==> config.mk <==
export PLATFORM = sky130hd
export DESIGN_NAME = rs_parity_enc
export DESIGN_NICKNAME = d
export VERILOG_FILES = /design/src/rtl/rs_parity_enc_pkg.sv /design/src/rtl/gf256_mult.sv /design/src/rtl/rs_parity_enc_lfsr4.sv /design/src/rtl/rs_parity_enc.sv
export SDC_FILE = /design/constraint.sdc
export NUM_CORES = 1
export LEC_CHECK = 0
export ABC_AREA = 1
export BUFFER_PORTS_ARGS = -buffer_cell sky130_fd_sc_hd__buf_2
export CAP_MARGIN = 20
export CORE_MARGIN = 2
export CORE_UTILIZATION = 55
export CTS_CLUSTER_DIAMETER = 30
export CTS_CLUSTER_SIZE = 20
export DETAILED_ROUTE_END_ITERATION = 7
export PLACE_DENSITY = 0.87
export SYNTH_ARGS = -nofsm -noshare
export SYNTH_HDL_FRONTEND = slang
export SYNTH_SLANG_ARGS = --single-unit
==> constraint.sdc <==
create_clock -name i_clk -period 2.05 [get_ports i_clk]
set_clock_uncertainty 0.15 [all_clocks]
set_input_delay 0.205 -clock i_clk [delete_from_list [all_inputs] [get_ports i_clk]]
set_output_delay 0.205 -clock i_clk [all_outputs]
set_load 0.05 [all_outputs]
==> src/rtl/rs_parity_enc_pkg.sv <==
// Shared constants and types for the GF(256) Reed-Solomon parity encoder.
package rs_parity_enc_pkg;

    // Field polynomial x^8 + x^4 + x^3 + x^2 + 1
    localparam logic [8:0] GF_POLY = 9'h11D;

    // Number of parity symbols appended to each codeword
    localparam int RS_NPAR = 4;

    // Generator g(x) = x^4 + G3*x^3 + G2*x^2 + G1*x + G0
    localparam logic [7:0] G0 = 8'h40;
    localparam logic [7:0] G1 = 8'h78;
    localparam logic [7:0] G2 = 8'h36;
    localparam logic [7:0] G3 = 8'h0F;

    typedef enum logic {
        ST_DATA   = 1'b0,
        ST_PARITY = 1'b1
    } encState_t;

endpackage

==> src/rtl/gf256_mult.sv <==
// Combinational GF(256) multiplier; a constant operand folds to an XOR network.
module gf256_mult
    import rs_parity_enc_pkg::*;
(
    input  logic [7:0] i_a,
    input  logic [7:0] i_b,
    output logic [7:0] o_p
);

    logic [7:0] w_acc;
    logic [7:0] w_shifted;

    // Shift-and-add multiply, reducing by the field polynomial on each doubling
    always_comb begin
        w_acc     = 8'h00;
        w_shifted = i_a;
        for (int i = 0; i < 8; i++) begin
            if (i_b[i]) begin
                w_acc = w_acc ^ w_shifted;
            end
            w_shifted = {w_shifted[6:0], 1'b0} ^ (w_shifted[7] ? GF_POLY[7:0] : 8'h00);
        end
    end

    assign o_p = w_acc;

endmodule

==> src/rtl/rs_parity_enc_lfsr4.sv <==
// Four-stage remainder LFSR dividing the message by g(x); r3 is the next parity out.
module rs_lfsr4
    import rs_parity_enc_pkg::*;
(
    input  logic       i_clk,
    input  logic       i_rst,
    input  logic       i_load,
    input  logic       i_shift,
    input  logic       i_clear,
    input  logic [7:0] i_sym,
    output logic [7:0] o_r3
);

    logic [7:0] r_r0;
    logic [7:0] r_r1;
    logic [7:0] r_r2;
    logic [7:0] r_r3;
    logic [7:0] w_fb;
    logic [7:0] w_p0;
    logic [7:0] w_p1;
    logic [7:0] w_p2;
    logic [7:0] w_p3;

    assign w_fb = i_sym ^ r_r3;

    gf256_mult u_mul0 (.i_a(w_fb), .i_b(G0), .o_p(w_p0));
    gf256_mult u_mul1 (.i_a(w_fb), .i_b(G1), .o_p(w_p1));
    gf256_mult u_mul2 (.i_a(w_fb), .i_b(G2), .o_p(w_p2));
    gf256_mult u_mul3 (.i_a(w_fb), .i_b(G3), .o_p(w_p3));

    // Clear wins, then a message-symbol division step, then a parity shift-out
    always_ff @(posedge i_clk or posedge i_rst) begin
        if (i_rst) begin
            r_r0 <= 8'h00;
            r_r1 <= 8'h00;
            r_r2 <= 8'h00;
            r_r3 <= 8'h00;
        end else if (i_clear) begin
            r_r0 <= 8'h00;
            r_r1 <= 8'h00;
            r_r2 <= 8'h00;
            r_r3 <= 8'h00;
        end else if (i_load) begin
            r_r3 <= r_r2 ^ w_p3;
            r_r2 <= r_r1 ^ w_p2;
            r_r1 <= r_r0 ^ w_p1;
            r_r0 <= w_p0;
        end else if (i_shift) begin
            r_r3 <= r_r2;
            r_r2 <= r_r1;
            r_r1 <= r_r0;
            r_r0 <= 8'h00;
        end
    end

    assign o_r3 = r_r3;

endmodule

==> src/rtl/rs_parity_enc.sv <==
// Systematic RS encoder: passes N_DATA symbols through, then emits 4 parity symbols.
module rs_parity_enc
    import rs_parity_enc_pkg::*;
#(
    parameter int N_DATA = 28
) (
    input  logic       i_clk,
    input  logic       i_rst,
    input  logic       i_in_valid,
    input  logic [7:0] i_in_data,
    output logic       o_in_ready,
    output logic       o_out_valid,
    output logic [7:0] o_out_data,
    output logic       o_out_parity,
    output logic       o_out_last,
    input  logic       i_out_ready
);

    // Counter must also reach RS_NPAR-1 in the parity phase, even for tiny N_DATA
    localparam int CNT_W = ($clog2(N_DATA + 1) > 2) ? $clog2(N_DATA + 1) : 2;

    encState_t        r_state;
    encState_t        w_stateNext;
    logic [CNT_W-1:0] r_cnt;
    logic [CNT_W-1:0] w_cntNext;
    logic             w_load;
    logic             w_shift;
    logic             w_clear;
    logic             w_lastParity;
    logic [7:0]       w_r3;

    rs_lfsr4 u_lfsr (
        .i_clk   (i_clk),
        .i_rst   (i_rst),
        .i_load  (w_load),
        .i_shift (w_shift),
        .i_clear (w_clear),
        .i_sym   (i_in_data),
        .o_r3    (w_r3)
    );

    assign w_lastParity = (r_cnt == CNT_W'(RS_NPAR - 1));

    // State and symbol counter registers
    always_ff @(posedge i_clk or posedge i_rst) begin
        if (i_rst) begin
            r_state <= ST_DATA;
            r_cnt   <= '0;
        end else begin
            r_state <= w_stateNext;
            r_cnt   <= w_cntNext;
        end
    end

    // Handshake, output mux and next-state logic; outputs forced low while in reset
    always_comb begin
        w_stateNext  = r_state;
        w_cntNext    = r_cnt;
        w_load       = 1'b0;
        w_shift      = 1'b0;
        w_clear      = 1'b0;
        o_in_ready   = 1'b0;
        o_out_valid  = 1'b0;
        o_out_data   = 8'h00;
        o_out_parity = 1'b0;
        o_out_last   = 1'b0;
        if (!i_rst) begin
            case (r_state)
                ST_DATA: begin
                    o_out_valid = i_in_valid;
                    o_out_data  = i_in_data;
                    o_in_ready  = i_out_ready;
                    if (i_in_valid && i_out_ready) begin
                        w_load = 1'b1;
                        if (r_cnt == CNT_W'(N_DATA - 1)) begin
                            w_cntNext   = '0;
                            w_stateNext = ST_PARITY;
                        end else begin
                            w_cntNext = r_cnt + CNT_W'(1);
                        end
                    end
                end
                ST_PARITY: begin
                    o_out_valid  = 1'b1;
                    o_out_parity = 1'b1;
                    o_out_data   = w_r3;
                    o_out_last   = w_lastParity;
                    if (i_out_ready) begin
                        if (w_lastParity) begin
                            w_clear     = 1'b1;
                            w_cntNext   = '0;
                            w_stateNext = ST_DATA;
                        end else begin
                            w_shift   = 1'b1;
                            w_cntNext = r_cnt + CNT_W'(1);
                        end
                    end
                end
                default: begin
                    w_stateNext = ST_DATA;
                    w_cntNext   = '0;
                end
            endcase
        end
    end

endmodule

* Yosys cells after proc, flatten, opt, wreduce, memory -nomap -nowiden
Cells that the tools add are included.
Word-level totals: input port bits 12, word-level logic and storage cells 83, flip-flop bits (word level) 38
Cells by class: multiplexer cells 48, add/subtract/negate cells 1, bitwise operators 21, reductions and logical operators 3, eq/ne operators 4
Operators with widths (count):
- 8-bit bitwise XOR | 14
- 8-bit two-way mux | 13
- 5-bit two-way mux | 10
- 8-bit by 5-bit bitwise XOR with 8-bit output | 5
- 1-bit two-way mux | 21
- 8-bit one-hot mux with 2 select lines | 1
- 5-bit one-hot mux with 2 select lines | 1
- 5-bit by 1-bit adder with 5-bit output, second input constant | 1
- 5-bit by 2-bit == test with 1-bit output, second input constant | 1
- 5-bit == test, second input constant | 1
- 2-bit != test, second input constant | 2
- 1-bit one-hot mux with 2 select lines | 2
- 3-bit AND reduction | 1
- 3-bit nonzero test | 1
- 1-bit NOT | 2
- 1-bit logical AND | 1

* Depth between registers and ports, before layout
depth after elaboration 17, depth in mapped cells 15, depth with buffers taken out 15

* By module
A second synthesis with hierarchy kept.
Second synthesis, totals: cells, all modules 1682, area total of the unflattened synthesis 8727.1 um^2
By module, submodules not included:
- gf256_mult (u_lfsr.u_mul1 ...) | sequential area each 0.0 um^2, cells each 335, area each 1616.6 um^2, instances 3
- rs_lfsr4 | sequential area each 800.8 um^2, cells each 268, area each 1851.8 um^2, instances 1
- gf256_mult (u_lfsr.u_mul0) | sequential area each 0.0 um^2, cells each 326, area each 1512.7 um^2, instances 1
- rs_parity_enc | sequential area each 150.1 um^2, cells each 83, area each 513.0 um^2, instances 1

* Worst setup path after synthesis
Ideal clock, no wire load.
kind in2out, start input port i_rst, end output port o_out_data[0], setup slack -0.894 ns, buffers on the path 1, stages on the path 4, arrival time 2.589 ns, cells stage by stage inv_2 > clkbuf_1 > o21ai_0 > a21oi_1
Between the ends: longest elaborated chain between the ends 1
Ends and longest elaborated chain:
- start, declared | RTL line rs_parity_enc.sv:8 | input logic i_rst,
- 8-bit two-way mux | RTL line rs_parity_enc.sv:67 | if (!i_rst) begin
- end, declared | RTL line rs_parity_enc.sv:13 | output logic [7:0] o_out_data,
No other way between the ends.

* Worst setup path in the final report
start input port i_rst, end output port o_out_data[4]
The elaborated chain is that of the path after synthesis.

==> flow_summary.toml <==
[critical_path]
cp.required_ps = 1690
critPathLaunchType = "input port"
r2r_setup_slack_ps = 90
worstSetupPathType = "in2out"
r2r-start = "u_lfsr.o_r3[7]$_DFFE_PP0P_"
endpoint_kind = "output pin"
critPathMaxFanout = 10
crit_path_start = "i_rst"
arrival_ps = 1630
reg2reg_to = "u_lfsr.o_r3[6]$_DFFE_PP0P_"
reg2reg_depth = 13

[die]
initial_core_util = 0.5690
die_h_um = 79.48
num_rows = 27
pin_count = 24
die_area_sq_um = 6316
die_w_um = 79.48
core_sq_um = 5507

[sta]
finalCritPeriodShare = 0.9698
timing.hold.ws_ps = 114.7
drv_slew = 0
setup_tns_ps = 0
slew_headroom = 0.6991
fin_crit_ps = 1988
setup_viol = 0
max_freq_mhz = 503.0
rsz0062_at_grt = "true"
tightest_slew_ps = 450.9
setup_ws_ps = 61.89
finalHoldViolations = 0

[synthesis]
synth-edff-count = 0
syn-cell-area_sq_um = 3133
synth.most_common_cell = "nand2_1"
postSynthAreaPerCell_sq_um = 6.131
netlist_instances = 511
synth.yosys.warnings = 0
synth-main-ff-cell = "dfrtp_1"
synth-seq-cells = 38
ys_seq_area_frac = 0.3035
mappedNetlistNets = 524
synth-async-reset-ratio = 1.000
synth_top_area_frac = 0.3035
yosys-top-cells-area = "dfrtp_1 30%, nand2_1 27%, nand3_1 8.0%"
synth_common_cells = "226 x nand2_1, 50 x nand3_1, 40 x inv_1"
ys_types = 32
yosys.area.top_type = "dfrtp_1"

[layout]
diodes = 0
ff_latch_area_sq_um = 950.9
multi_input_area_sq_um = 2076
drive_above_1_share = 0.2291
final_util = 0.6744
fillers = 475
final_area_sq_um = 3714
stdcell_count = 622
finalNetCount = 562
area_delta_synth_final_pct = 18.53

[route]
routed_via_density = 5.564
dr.pass1.iters = 5
avgRoutedWirePerCell_um = 14.19
route.vias.total = 3461
drc_errors = 0
initialDrtViolationCount = 340
routed_wl_mm = 8.825
postRouteAntennaNets = 0

[clock_tree]
cts_buffer_depth = 2
htreeDepth = 2
clock_sinks = 38
clk_pin_slew_ps = 70
clkLatencyLatePin_ps = 290
ctsRootBufferMaster = "clkbuf_8"
numCtsBuffers = 5
cts_tree = "yes"

[power]
p_leak_nw = 1.928
power_mw = 5.896
irDropWorstVdd_mv = 0.9032
power_density_nw_per_um2 = 1588

[global_route]
antenna_found_initial = 0
overflow = 0
grtUsageTotal = 0.2854
grt_pass1_wl_mm = 14.29
grt_pass1_vias = 3149
grt_max_degree = 39

[placed_design]
io_buffers = 23
dp_hpwl_mm = 6.149
gp_congestion = 1.019
place_ws_ps = 56.10
dp.cells = 602
placed_cell_area_sq_um = 3398

[worst_hold_path]
min_to = "r_state$_DFFE_PP0N_"
worstHoldPathCells = 4
hp-class = "in2reg"
min_from = "i_out_ready"

[flow_run]
cap_violations = 0

[run_status]
status = "finished, final reports clean"
sequential cells by signal, indices dropped and copies added, names as in the netlist:
| register | cells |
|---|---|
| r_cnt | 5 |
| u_lfsr.r_r0 | 8 |
| r_state | 1 |
| u_lfsr.o_r3 | 8 |
| u_lfsr.r_r2 | 8 |
| u_lfsr.r_r1 | 8 |
layer usage:
layer	GRT usage	part of all wire
met1	0.3744	0.44
met2	0.4782	0.47
met3	0.03733	0.056
met4	0.1069	0.028
met5	0	0
cells in the final DEF, fill, tap and decap left out, types with 6 or more instances in the layout:
cell type	synthesis	layout
o22ai_1	8	8
nor2_1	18	18
buf_2	5	21
o21ai_1	7	7
nand2_1	226	210
nand4_1	7	7
a21oi_2	1	9
inv_2	9	11
o21ai_0	22	22
nand2_2	21	29
nand2_4	6	14
nand3_1	50	49
clkbuf_8	0	6
buf_4	2	17
a21oi_1	16	8
dfrtp_1	38	38
inv_1	40	38
critical path, cell delays in order:
cell and delay, ps:
buf_2 130, inv_2 60, dlygate4sd3_1 590, buf_12 150, o21ai_0 100, a21oi_2 130, buf_2 280
power breakdown:
| part | internal (mW) | switching (mW) | total, mW |
|---|---|---|---|
| Clock | 0.272 | 0.267 | 0.539 |
| Combinational | 1.32 | 2.64 | 3.96 |
| Sequential | 1.10 | 0.296 | 1.40 |
worst max path at each step:
stage | endpoint | slack (ps)
final | o_out_data[4] | 60
after floorplan | u_lfsr.r_r0[0]$_DFFE_PP0P_ | 70
after CTS | o_out_data[5] | 50
after global placement | u_lfsr.r_r1[2]$_DFFE_PP0P_ | 90
after global routing | u_lfsr.o_r3[6]$_DFFE_PP0P_ | -10
after detailed placement | u_lfsr.r_r1[2]$_DFFE_PP0P_ | 60
layout make-up:
type                            count  share of cell area
Tap cell                           72             0.02426
Multi-Input combinational cell    411              0.5590
Inverter                           49             0.04953
Clock buffer                        7             0.02325
Sequential cell                    38              0.2561
Clock inverter                      1            0.001348
Timing Repair Buffer               44             0.08659
logic make-up after synthesis:
group	after synthesis	share of synthesized area
buffers and inverters	62	0.07867
flip-flops	38	0.3035
AO/OA/AOI/OAI	57	0.09905
XOR/XNOR	9	0.02516
AND/OR/NAND/NOR	344	0.4896
adder cells (fa/ha/maj)	1	0.003993
timing repair:
action                     CTS  global route
pin swaps                    0            10
gates resized for setup      2            34
hold buffers                 2             0
setup endpoints to repair    1            19
setup buffers                0            10
hold endpoints to repair    38             0
(Power assumes the default switching activity.)
